## src/rtl/demux_pkg.sv

```systemverilog
// Shared types and defaults for the credit-based demux dispatcher.
package demux_pkg;

    typedef enum logic [1:0] {
        IDLE  = 2'd0,
        RUN   = 2'd1,
        STALL = 2'd2
    } state_e;

    localparam int DEF_NUMOUT  = 16;
    localparam int DEF_DWIDTH  = 8;
    localparam int DEF_CREDITS = 4;

    // Enough bits to hold every value from 0 up to and including CREDITS.
    function automatic int cntWidth(input int credits);
        return $clog2(credits + 1);
    endfunction

endpackage

```

## src/rtl/rr_pick.sv

```systemverilog
// Combinational round-robin first-one finder: scans req upward from ptr, wrapping at NUMOUT-1.
module rr_pick #(
    parameter int  NUMOUT = 16,
    localparam int SW     = $clog2(NUMOUT)
) (
    input  logic [NUMOUT-1:0] req,
    input  logic [SW-1:0]     ptr,
    output logic [SW-1:0]     gnt_idx,
    output logic              any
);

    int idx;

    always_comb begin
        gnt_idx = '0;
        any     = 1'b0;
        idx     = 0;
        for (int k = 0; k < NUMOUT; k++) begin
            idx = int'(ptr) + k;
            if (idx >= NUMOUT) begin
                idx = idx - NUMOUT;
            end
            if (!any && req[idx]) begin
                any     = 1'b1;
                gnt_idx = SW'(idx);
            end
        end
    end

endmodule

```

## src/rtl/demux_sched.sv

```systemverilog
// Credit-based round-robin dispatcher feeding the demux sel/din/din_v inputs.
// Optional statistics counters are built when DEMUX_SCHED_STATS_EN is defined.
module demux_sched
    import demux_pkg::*;
#(
    parameter int  NUMOUT  = DEF_NUMOUT,
    parameter int  DWIDTH  = DEF_DWIDTH,
    parameter int  CREDITS = DEF_CREDITS,
    localparam int SW      = $clog2(NUMOUT),
    localparam int CW      = cntWidth(CREDITS)
) (
    input  logic              clk,
    input  logic              rst_n,
    input  logic              enable,
    input  logic [DWIDTH-1:0] in_data,
    input  logic              in_valid,
    output logic              in_ready,
    input  logic [NUMOUT-1:0] cred_ret,
    output logic [DWIDTH-1:0] out_data,
    output logic              out_v,
    output logic [SW-1:0]     out_sel,
    output logic              cred_err,
    output logic              busy
`ifdef DEMUX_SCHED_STATS_EN
   ,output logic [31:0]       dispatch_cnt
   ,output logic [31:0]       stall_cnt
`endif
);

    localparam logic [CW-1:0] CMAX = CW'(CREDITS);

    state_e state_q, state_d;

    logic [CW-1:0]     cnt_q [NUMOUT];
    logic [CW-1:0]     cnt_d [NUMOUT];
    logic [SW-1:0]     rrPtr_q, rrPtr_d;
    logic              credErr_q, credErr_d;
    logic              outV_q;
    logic [SW-1:0]     outSel_q;
    logic [DWIDTH-1:0] outData_q;

    logic [NUMOUT-1:0] haveCred;
    logic [NUMOUT-1:0] decVec;
    logic [SW-1:0]     gntIdx;
    logic              anyCred;
    logic              anyNext;
    logic              accept;

    // Selection only sees registered credits; same-cycle returns show up next cycle.
    always_comb begin
        for (int i = 0; i < NUMOUT; i++) begin
            haveCred[i] = (cnt_q[i] != '0);
        end
    end

    rr_pick #(.NUMOUT(NUMOUT)) u_pick (
        .req     (haveCred),
        .ptr     (rrPtr_q),
        .gnt_idx (gntIdx),
        .any     (anyCred)
    );

    assign accept = in_valid && in_ready;

    always_comb begin
        decVec = '0;
        if (accept) begin
            decVec[gntIdx] = 1'b1;
        end
    end

    always_comb begin
        rrPtr_d = rrPtr_q;
        if (accept) begin
            rrPtr_d = (gntIdx == SW'(NUMOUT - 1)) ? '0 : gntIdx + 1'b1;
        end
    end

    // A return and a dispatch on the same lane cancel; a return to a full lane saturates and flags.
    always_comb begin
        credErr_d = credErr_q;
        anyNext   = 1'b0;
        for (int i = 0; i < NUMOUT; i++) begin
            cnt_d[i] = cnt_q[i];
            if (cred_ret[i] && !decVec[i]) begin
                if (cnt_q[i] == CMAX) begin
                    credErr_d = 1'b1;
                end else begin
                    cnt_d[i] = cnt_q[i] + 1'b1;
                end
            end else if (decVec[i] && !cred_ret[i]) begin
                cnt_d[i] = cnt_q[i] - 1'b1;
            end
            if (cnt_d[i] != '0) begin
                anyNext = 1'b1;
            end
        end
    end

    always_ff @(posedge clk or negedge rst_n) begin
        if (!rst_n) begin
            state_q <= IDLE;
        end else begin
            state_q <= state_d;
        end
    end

    always_comb begin
        state_d = state_q;
        unique case (state_q)
            IDLE: begin
                if (enable) state_d = RUN;
            end
            RUN: begin
                if (!enable)       state_d = IDLE;
                else if (!anyCred) state_d = STALL;
            end
            STALL: begin
                if (!enable)      state_d = IDLE;
                else if (anyNext) state_d = RUN;
            end
            default: state_d = IDLE;
        endcase
    end

    always_comb begin
        in_ready = (state_q == RUN) && anyCred;
        busy     = (state_q != IDLE);
    end

    always_ff @(posedge clk or negedge rst_n) begin
        if (!rst_n) begin
            for (int i = 0; i < NUMOUT; i++) begin
                cnt_q[i] <= CMAX;
            end
            rrPtr_q   <= '0;
            credErr_q <= 1'b0;
            outV_q    <= 1'b0;
            outSel_q  <= '0;
            outData_q <= '0;
        end else begin
            for (int i = 0; i < NUMOUT; i++) begin
                cnt_q[i] <= cnt_d[i];
            end
            rrPtr_q   <= rrPtr_d;
            credErr_q <= credErr_d;
            outV_q    <= accept;
            if (accept) begin
                outSel_q  <= gntIdx;
                outData_q <= in_data;
            end
        end
    end

    assign out_v    = outV_q;
    assign out_sel  = outSel_q;
    assign out_data = outData_q;
    assign cred_err = credErr_q;

`ifdef DEMUX_SCHED_STATS_EN
    logic [31:0] dispatchCnt_q;
    logic [31:0] stallCnt_q;

    always_ff @(posedge clk or negedge rst_n) begin
        if (!rst_n) begin
            dispatchCnt_q <= '0;
            stallCnt_q    <= '0;
        end else begin
            if (outV_q) begin
                dispatchCnt_q <= dispatchCnt_q + 32'd1;
            end
            if (state_q == STALL) begin
                stallCnt_q <= stallCnt_q + 32'd1;
            end
        end
    end

    assign dispatch_cnt = dispatchCnt_q;
    assign stall_cnt    = stallCnt_q;
`endif

endmodule

```

## config.mk

```make
export PLATFORM = sky130hd
export DESIGN_NAME = demux_sched
export DESIGN_NICKNAME = d
export VERILOG_FILES = /design/src/rtl/demux_pkg.sv /design/src/rtl/rr_pick.sv /design/src/rtl/demux_sched.sv
export SDC_FILE = /design/constraint.sdc
export NUM_CORES = 1
export LEC_CHECK = 0
export ABC_CLOCK_PERIOD_IN_PS = 6250
export CAP_MARGIN = 20
export CORE_MARGIN = 2
export CORE_UTILIZATION = 40
export CTS_BUF_LIST = sky130_fd_sc_hd__clkbuf_4
export DETAILED_ROUTE_END_ITERATION = 8
export PLACE_DENSITY_LB_ADDON = 0.15
export SLEW_MARGIN = 0
export SYNTH_ARGS = -nofsm -noshare
export SYNTH_HDL_FRONTEND = slang
export SYNTH_SLANG_ARGS = --single-unit
```

## constraint.sdc

```tcl
create_clock -name clk -period 6.25 [get_ports clk]
set_clock_uncertainty 0.15 [all_clocks]
set_input_delay 1.25 -clock clk [delete_from_list [all_inputs] [get_ports clk]]
set_output_delay 1.25 -clock clk [all_outputs]
set_load 0.05 [all_outputs]
```

* Word level (Yosys, flattened, before mapping)
Cells that the tools add are included.
** Cells by class
- $add $sub $neg :: 64
- Multipliers :: 0
- Div/mod/pow operators :: 0
- $lt $le $gt $ge :: 34
- Equality and inequality tests :: 22
- Shift-type cells :: 0
- Mux-type cells :: 202
- Bitwise gates (word level) :: 0
- Reductions and logical operators :: 132
** Operator list (number)
- 32-bit by 6-bit < comparator with 1-bit output, second input constant :: 16
- 32-bit two-way mux :: 16
- 32-bit by 6-bit >= comparator with 1-bit output, second input constant :: 15
- 32-bit by 6-bit subtractor with 32-bit output, second input constant :: 15
- 3-bit two-way mux :: 48
- 1-bit two-way mux :: 97
- 3-bit nonzero test :: 32
- 4-bit two-way mux :: 17
- 1-bit binary-select mux with 4-bit select :: 16
- 1-bit logical AND :: 50
- 3-bit by 1-bit adder with 3-bit output, second input constant :: 16
- 3-bit == test, second input constant :: 16
- 3-bit by 1-bit subtractor with 3-bit output, second input constant :: 16
- 1-bit logical NOT :: 47
- 4-bit by 4-bit adder with 5-bit output, second input constant :: 8
- 4-bit by 3-bit adder with 5-bit output, second input constant :: 4
- 16-bit two-way mux :: 1
- 4-bit by 2-bit adder with 5-bit output, second input constant :: 2
- 2-bit two-way mux :: 5
- 3-bit != test, second input constant :: 2
- 2-bit one-hot mux with 3 select lines :: 1
- 4-bit by 5-bit subtractor with 6-bit output, second input constant :: 1
- 4-bit by 1-bit adder with 5-bit output, second input constant :: 1
- 4-bit by 5-bit >= comparator with 1-bit output, second input constant :: 1
- 11 further kinds :: 11
** Storage, ports and cells
- Register bits after elaboration :: 68
- Bits in latches :: 0
- Memory bits (writable) :: 0
- Bits in read-only memories :: 0
- Input bits :: 28
- Output and inout bits :: 16
- Word-level logic and storage cells :: 476
- Memories :: 0

* Depth between registers and ports, before layout
- Word-level depth :: 89
- Gate-level depth with buffers :: 33
- Mapped depth without buffers :: 26

* Modules after synthesis
From an unflattened synthesis, not the netlist that was laid out.
** Unflattened totals
- Cell total of the unflattened synthesis :: 852
- Area total of the unflattened synthesis :: 7551.0 sq um
** By module, submodules not included
- demux_sched :: instances 1, cells an instance 572, area each 5078.6 sq um, seq. area each 1721.7 sq um
- rr_pick :: instances 1, cells an instance 280, area each 2472.4 sq um, seq. area each 0.0 sq um

* Worst setup path before layout
Ideal clock, no wire load.
- Kind :: reg-to-reg
- Start point :: reg rrPtr_q[2]
- End point :: reg state_q[0]
- Setup time :: 0.120 ns
- Data arrival time :: 6.062 ns
- Data required time :: 5.980 ns
- Setup slack :: -0.082 ns
- Cell stages (with the launch flop) :: 30
- Path buffers :: 6
- Clock period less this slack :: 6.332 ns
- Path through :: dfrtp_1 -> buf_2 -> buf_2 -> buf_2 -> clkinv_1 -> ha_1 -> clkbuf_1 -> clkbuf_1 -> or4bb_1 -> nand4_1 -> a2bb2oi_1 -> a211oi_1 -> or4b_4 -> buf_6 -> nor3_1 -> a311oi_1 -> o211a_1 -> a21oi_1 -> a21oi_1 -> inv_1 -> ha_1 -> inv_1 -> a2111oi_2 -> nor2_1 -> a211oi_1 -> a311oi_1 -> nor4_1 -> nor4b_1 -> nand4_1 -> and3_1
** RTL lines
- start, declared :: line demux_sched.sv:36 : logic [SW-1:0] rrPtr_q, rrPtr_d;
- start signal, assigned :: line demux_sched.sv:145 : rrPtr_q <= rrPtr_d;
- end signal, assigned :: line demux_sched.sv:104 : state_q <= state_d;
- end, declared :: line demux_sched.sv:32 : state_e state_q, state_d;

* Worst setup path after layout
- Start point :: reg cnt_q[36] (netlist bit)
- End point :: reg state_q[0]
** On the way
- Longest elaborated chain between the ends :: 77
- Elaborated cells between the ends (all ways) :: 238
- Those cells by class :: add/sub (2); order compare (2); eq/ne (3); mux (132); reduce/logical (99)
** Ends and longest elaborated chain
- start, declared :: line demux_sched.sv:34 : logic [CW-1:0] cnt_q [NUMOUT];
- start signal, assigned by index :: line demux_sched.sv:143 : cnt_q[i] <= cnt_d[i];
- 3-bit nonzero test :: line demux_sched.sv:52 : haveCred[i] = (cnt_q[i] != '0);
- 1-bit binary-select mux with 4-bit select :: line rr_pick.sv:23 : if (!any && req[idx]) begin
- 1-bit two-way mux (implied by the code) (2 in a row) :: line rr_pick.sv:23
- 1-bit two-way mux :: line rr_pick.sv:23
- 1-bit logical NOT :: line rr_pick.sv:23
- 1-bit logical AND :: line rr_pick.sv:23
- 1-bit two-way mux :: line rr_pick.sv:23
- 1-bit logical NOT :: line rr_pick.sv:23
- (+45 left out)
- 16-bit two-way mux :: line demux_sched.sv:67 : if (accept) begin
- 1-bit logical AND or 1-bit logical NOT (tied branches) :: line demux_sched.sv:91, demux_sched.sv:85
- 3-bit two-way mux or 1-bit logical AND (tied branches) :: line demux_sched.sv:91, demux_sched.sv:85
- 3-bit two-way mux :: line demux_sched.sv:85 : if (cred_ret[i] && !decVec[i]) begin
- 3-bit nonzero test :: line demux_sched.sv:94 : if (cnt_d[i] != '0) begin
- 1-bit two-way mux (16 in a row) :: line demux_sched.sv:94
- 3-bit != test (no line)
- 3-bit AND reduction (no line) *
Mark *: on every way between the ends. The rest lies on a longest branch, timed or not. The select of a mux whose other input is x is not followed.
A chain may end at the register's enable or synchronous reset.

==> qor.csv <==
stage,metric,value,unit
clocking,root_buffer,clkbuf_4,
die,io_pins,44,
clocking,htreeDepth,3,
worst_setup_path,endpoint_kind,flop,
final_layout,areaGrowthSynthToFinish,33.6,%
worst_setup_path,critPathKind,flop to flop,
routing,wl_met1,13.1,mm
routing,via_per_inst,5.96,
sta,fmax,0.164,GHz
routing,drc,0,
routing,antenna_left,0,
worst_setup_path,cp-start-kind,flop,
final_layout,nets,1288,
worst_setup_path,critical_path_required,6450,ps
routing,wl_met3,1.77,mm
global_route,grt_max_degree,69,
global_route,grt_pass1_vias,8283,
routing,dr.pass1.iters,5,
yosys,async_reset_ff_frac,1.00,
sta,period_share,0.978,
die,die_w,148,um
clocking,clk_pin_slew_worst_paths,140,ps
yosys,seq_area_frac_synth,0.209,
worst_setup_path,cp_num_buf_inv,3,
placement,routabilityCongestion,0.951,
worst_setup_path,r2r-start,cnt_q[36],
sta,tightest_slew,986,ps
sta,final_max_slew_viol_count,0,
worst_setup_path,slowest_delay,550,ps
worst_setup_path,path_cells,inv_2 > ha_4 > nand2b_4 > mux4_2 > mux4_2 > or3_4 > or4b_4 > buf_4 > nor4b_2 > a41oi_1 > o21ai_2 > nor2_1 > buf_4 > nand3_1 > mux2_2 > or4_1 > nor4_1 > and4_1 > nand4_1 > and3_1,
die,rows,52,
clocking,clk_path_buf_depth,2,
sta,maxSlewHeadroom,0.343,
global_route,grt_use_total,0.274,
die,die-area,21800,um^2
routing,highest_layer,met4,
yosys,synthCells,999,
final_layout,drive_gt1_frac,0.338,
yosys,synth_ff_type,dfrtp_1,
yosys,synth_top_area_frac,0.158,
yosys,netlist_top_cells_area,"dfrtp_1 (16%), ha_1 (8.9%), dfstp_2 (5.1%)",
yosys,syn_nets,1086,
worst_setup_path,startpoint,cnt_q[36],
global_route,overflow,0,
yosys,synth_top_area_cell,dfrtp_1,
placement,place_hpwl,23.5,mm
routing,routed_wl,30.5,mm
worst_setup_path,path_delay_family,simple AND/OR/NAND/NOR gates,
clocking,cts.sinks,68,
placement,port_buffers,43,
yosys,synthesis.area,8260,um^2
yosys,synth_edf_count,0,
clocking,clk_latency,470,ps
routing,wire_per_inst,20.7,um
worst_setup_path,path_max_fanout,5,
worst_setup_path,worst_ep_arrival_time,6320,ps
clocking,cts_tree,done,
worst_setup_path,slowest_stage,or4b_4,
sta,setup_violations,0,
die,die_y,148,um
run,cap_viol_max_count,0,
global_route,grt_pass1_wl,46.5,mm
yosys,yosys_warnings,0,
run_status,status,completed,
sta,setup_tns,0,ps
hold_path,hold_path.startpoint,out_data[2],
hold_path,holdCritPathClass,flop to flop,
routing,initialDrtViolationCount,778,
yosys,syn-mean-instance-area,8.26,um^2
routing,via_count,8814,
die,core,20200,um^2
global_route,antenna_found_initial,1,
sta,hold_viol,0,
routing,met2_length,14.5,mm
sta,min_period,6110,ps
die,start_util,0.408,
yosys,synthDistinctLibCells,106,
clocking,cts_inserted_buffers,9,
yosys,ys_seq_elements,68,
## kinds of logic after synthesis
group                      after synthesis  share of synthesized area
buffers and inverters                  111                     0.0565
adders and majority gates               64                     0.0955
AOI/OAI and AO/OA                      217                      0.192
DFF                                     68                      0.209
and+or+nand+nor                        457                      0.328
xor gates and xnor gates                36                     0.0382
muxes                                   46                     0.0817
## worst min-delay path: stages (launching register included)
cell and delay (ps):
dfrtp_1 370, nand2_1 50, nand2_1 50
## per-layer routing
layer / global-route usage / vias to the layer above
met4: 0.115 / 0
met5: 0 / -
li1: - / 4164
met3: 0.0377 / 66
met1: 0.370 / 4250
met2: 0.442 / 334
## what timing repair did
| action | CTS | global route |
|---|---|---|
| gates resized for setup | 25 | 111 |
| hold endpoints to repair | 0 | 0 |
| setup endpoints to repair | 2 | 2 |
| pin swaps | 12 | 31 |
| buffers inserted | 11 | 27 |
| hold buffers | 0 | 0 |
| gates cloned | 0 | 1 |
## final timing paths
path                               end  slack, ps  cells past startpoint
setup / recovery            state_q[0]        140                     20
hold / removal             out_data[2]        340                      2
setup reg to reg            state_q[0]        140                     20
hold reg to reg            out_data[2]        340                      2
max in group asynchronous   rrPtr_q[0]       4460                      1
min in group asynchronous    cnt_q[37]        740                      1
## cell type report
class | instances | area [um^2]
Sequential cell | 68 | 1720
Multi-Input combinational cell | 820 | 6650
Fill cell | 1863 | 9210
Clock buffer | 11 | 82.6
Timing Repair Buffer | 238 | 1960
Antenna cell | 2 | 5.00
Clock inverter | 5 | 30.0
Tap cell | 270 | 338
Inverter | 64 | 240
## cells in the final DEF, fill, tap and decap left out, drive strengths merged, types with 17 or more instances in the layout
cell,n
buf,196
nand2,112
nor2,66
inv,64
ha,59
dfrtp,52
clkdlybuf4s50,41
a21oi,40
o21ai,39
xnor2,31
nand3,30
nor3,28
nand2b,24
nor4,23
mux2i,22
nand4,18
nor2b,17
## flip-flops by register name, indices dropped and copies added (netlist names)
signal,cells
cnt_q,48
cred_err,1
out_data,8
out_sel,4
out_v,1
rrPtr_q,4
state_q,2
## cells in the mapped netlist, types with 12 or more instances
| library cell | n |
|---|---|
| buf_2 | 19 |
| o21ai_0 | 34 |
| nand2b_1 | 22 |
| dfstp_2 | 16 |
| a211oi_1 | 12 |
| nor2b_1 | 17 |
| mux2i_1 | 21 |
| dfrtp_1 | 52 |
| nor4_1 | 23 |
| nand3_1 | 27 |
| mux4_2 | 16 |
| a31oi_1 | 12 |
| xnor2_1 | 31 |
| nor3_1 | 26 |
| clkbuf_1 | 19 |
| and3_1 | 14 |
| nand2_1 | 109 |
| a21oi_1 | 39 |
| nor4bb_1 | 14 |
| nor2_1 | 64 |
| inv_1 | 59 |
| o211ai_1 | 14 |
| nand4_1 | 18 |
| ha_1 | 59 |
## stage by stage
step | utilization | setup slack, ps | cells | instance area (um^2) | hold WS, ps
detailed placement | 0.496 | -322 | 1421 | 10000 | 312
global placement | 0.496 | -303 | 1421 | 10000 | 308
finish | 0.545 | 139 | 1478 | 11000 | 339
global route | 0.545 | -63.4 | 1478 | 11000 | 362
CTS | 0.511 | 0.650 | 1448 | 10300 | 342
floorplan | - | 26.4 | 999 | 8270 | 343
Power is not shown: default switching activity piles up to over one toggle a cycle in this logic, so the estimate is an artifact.
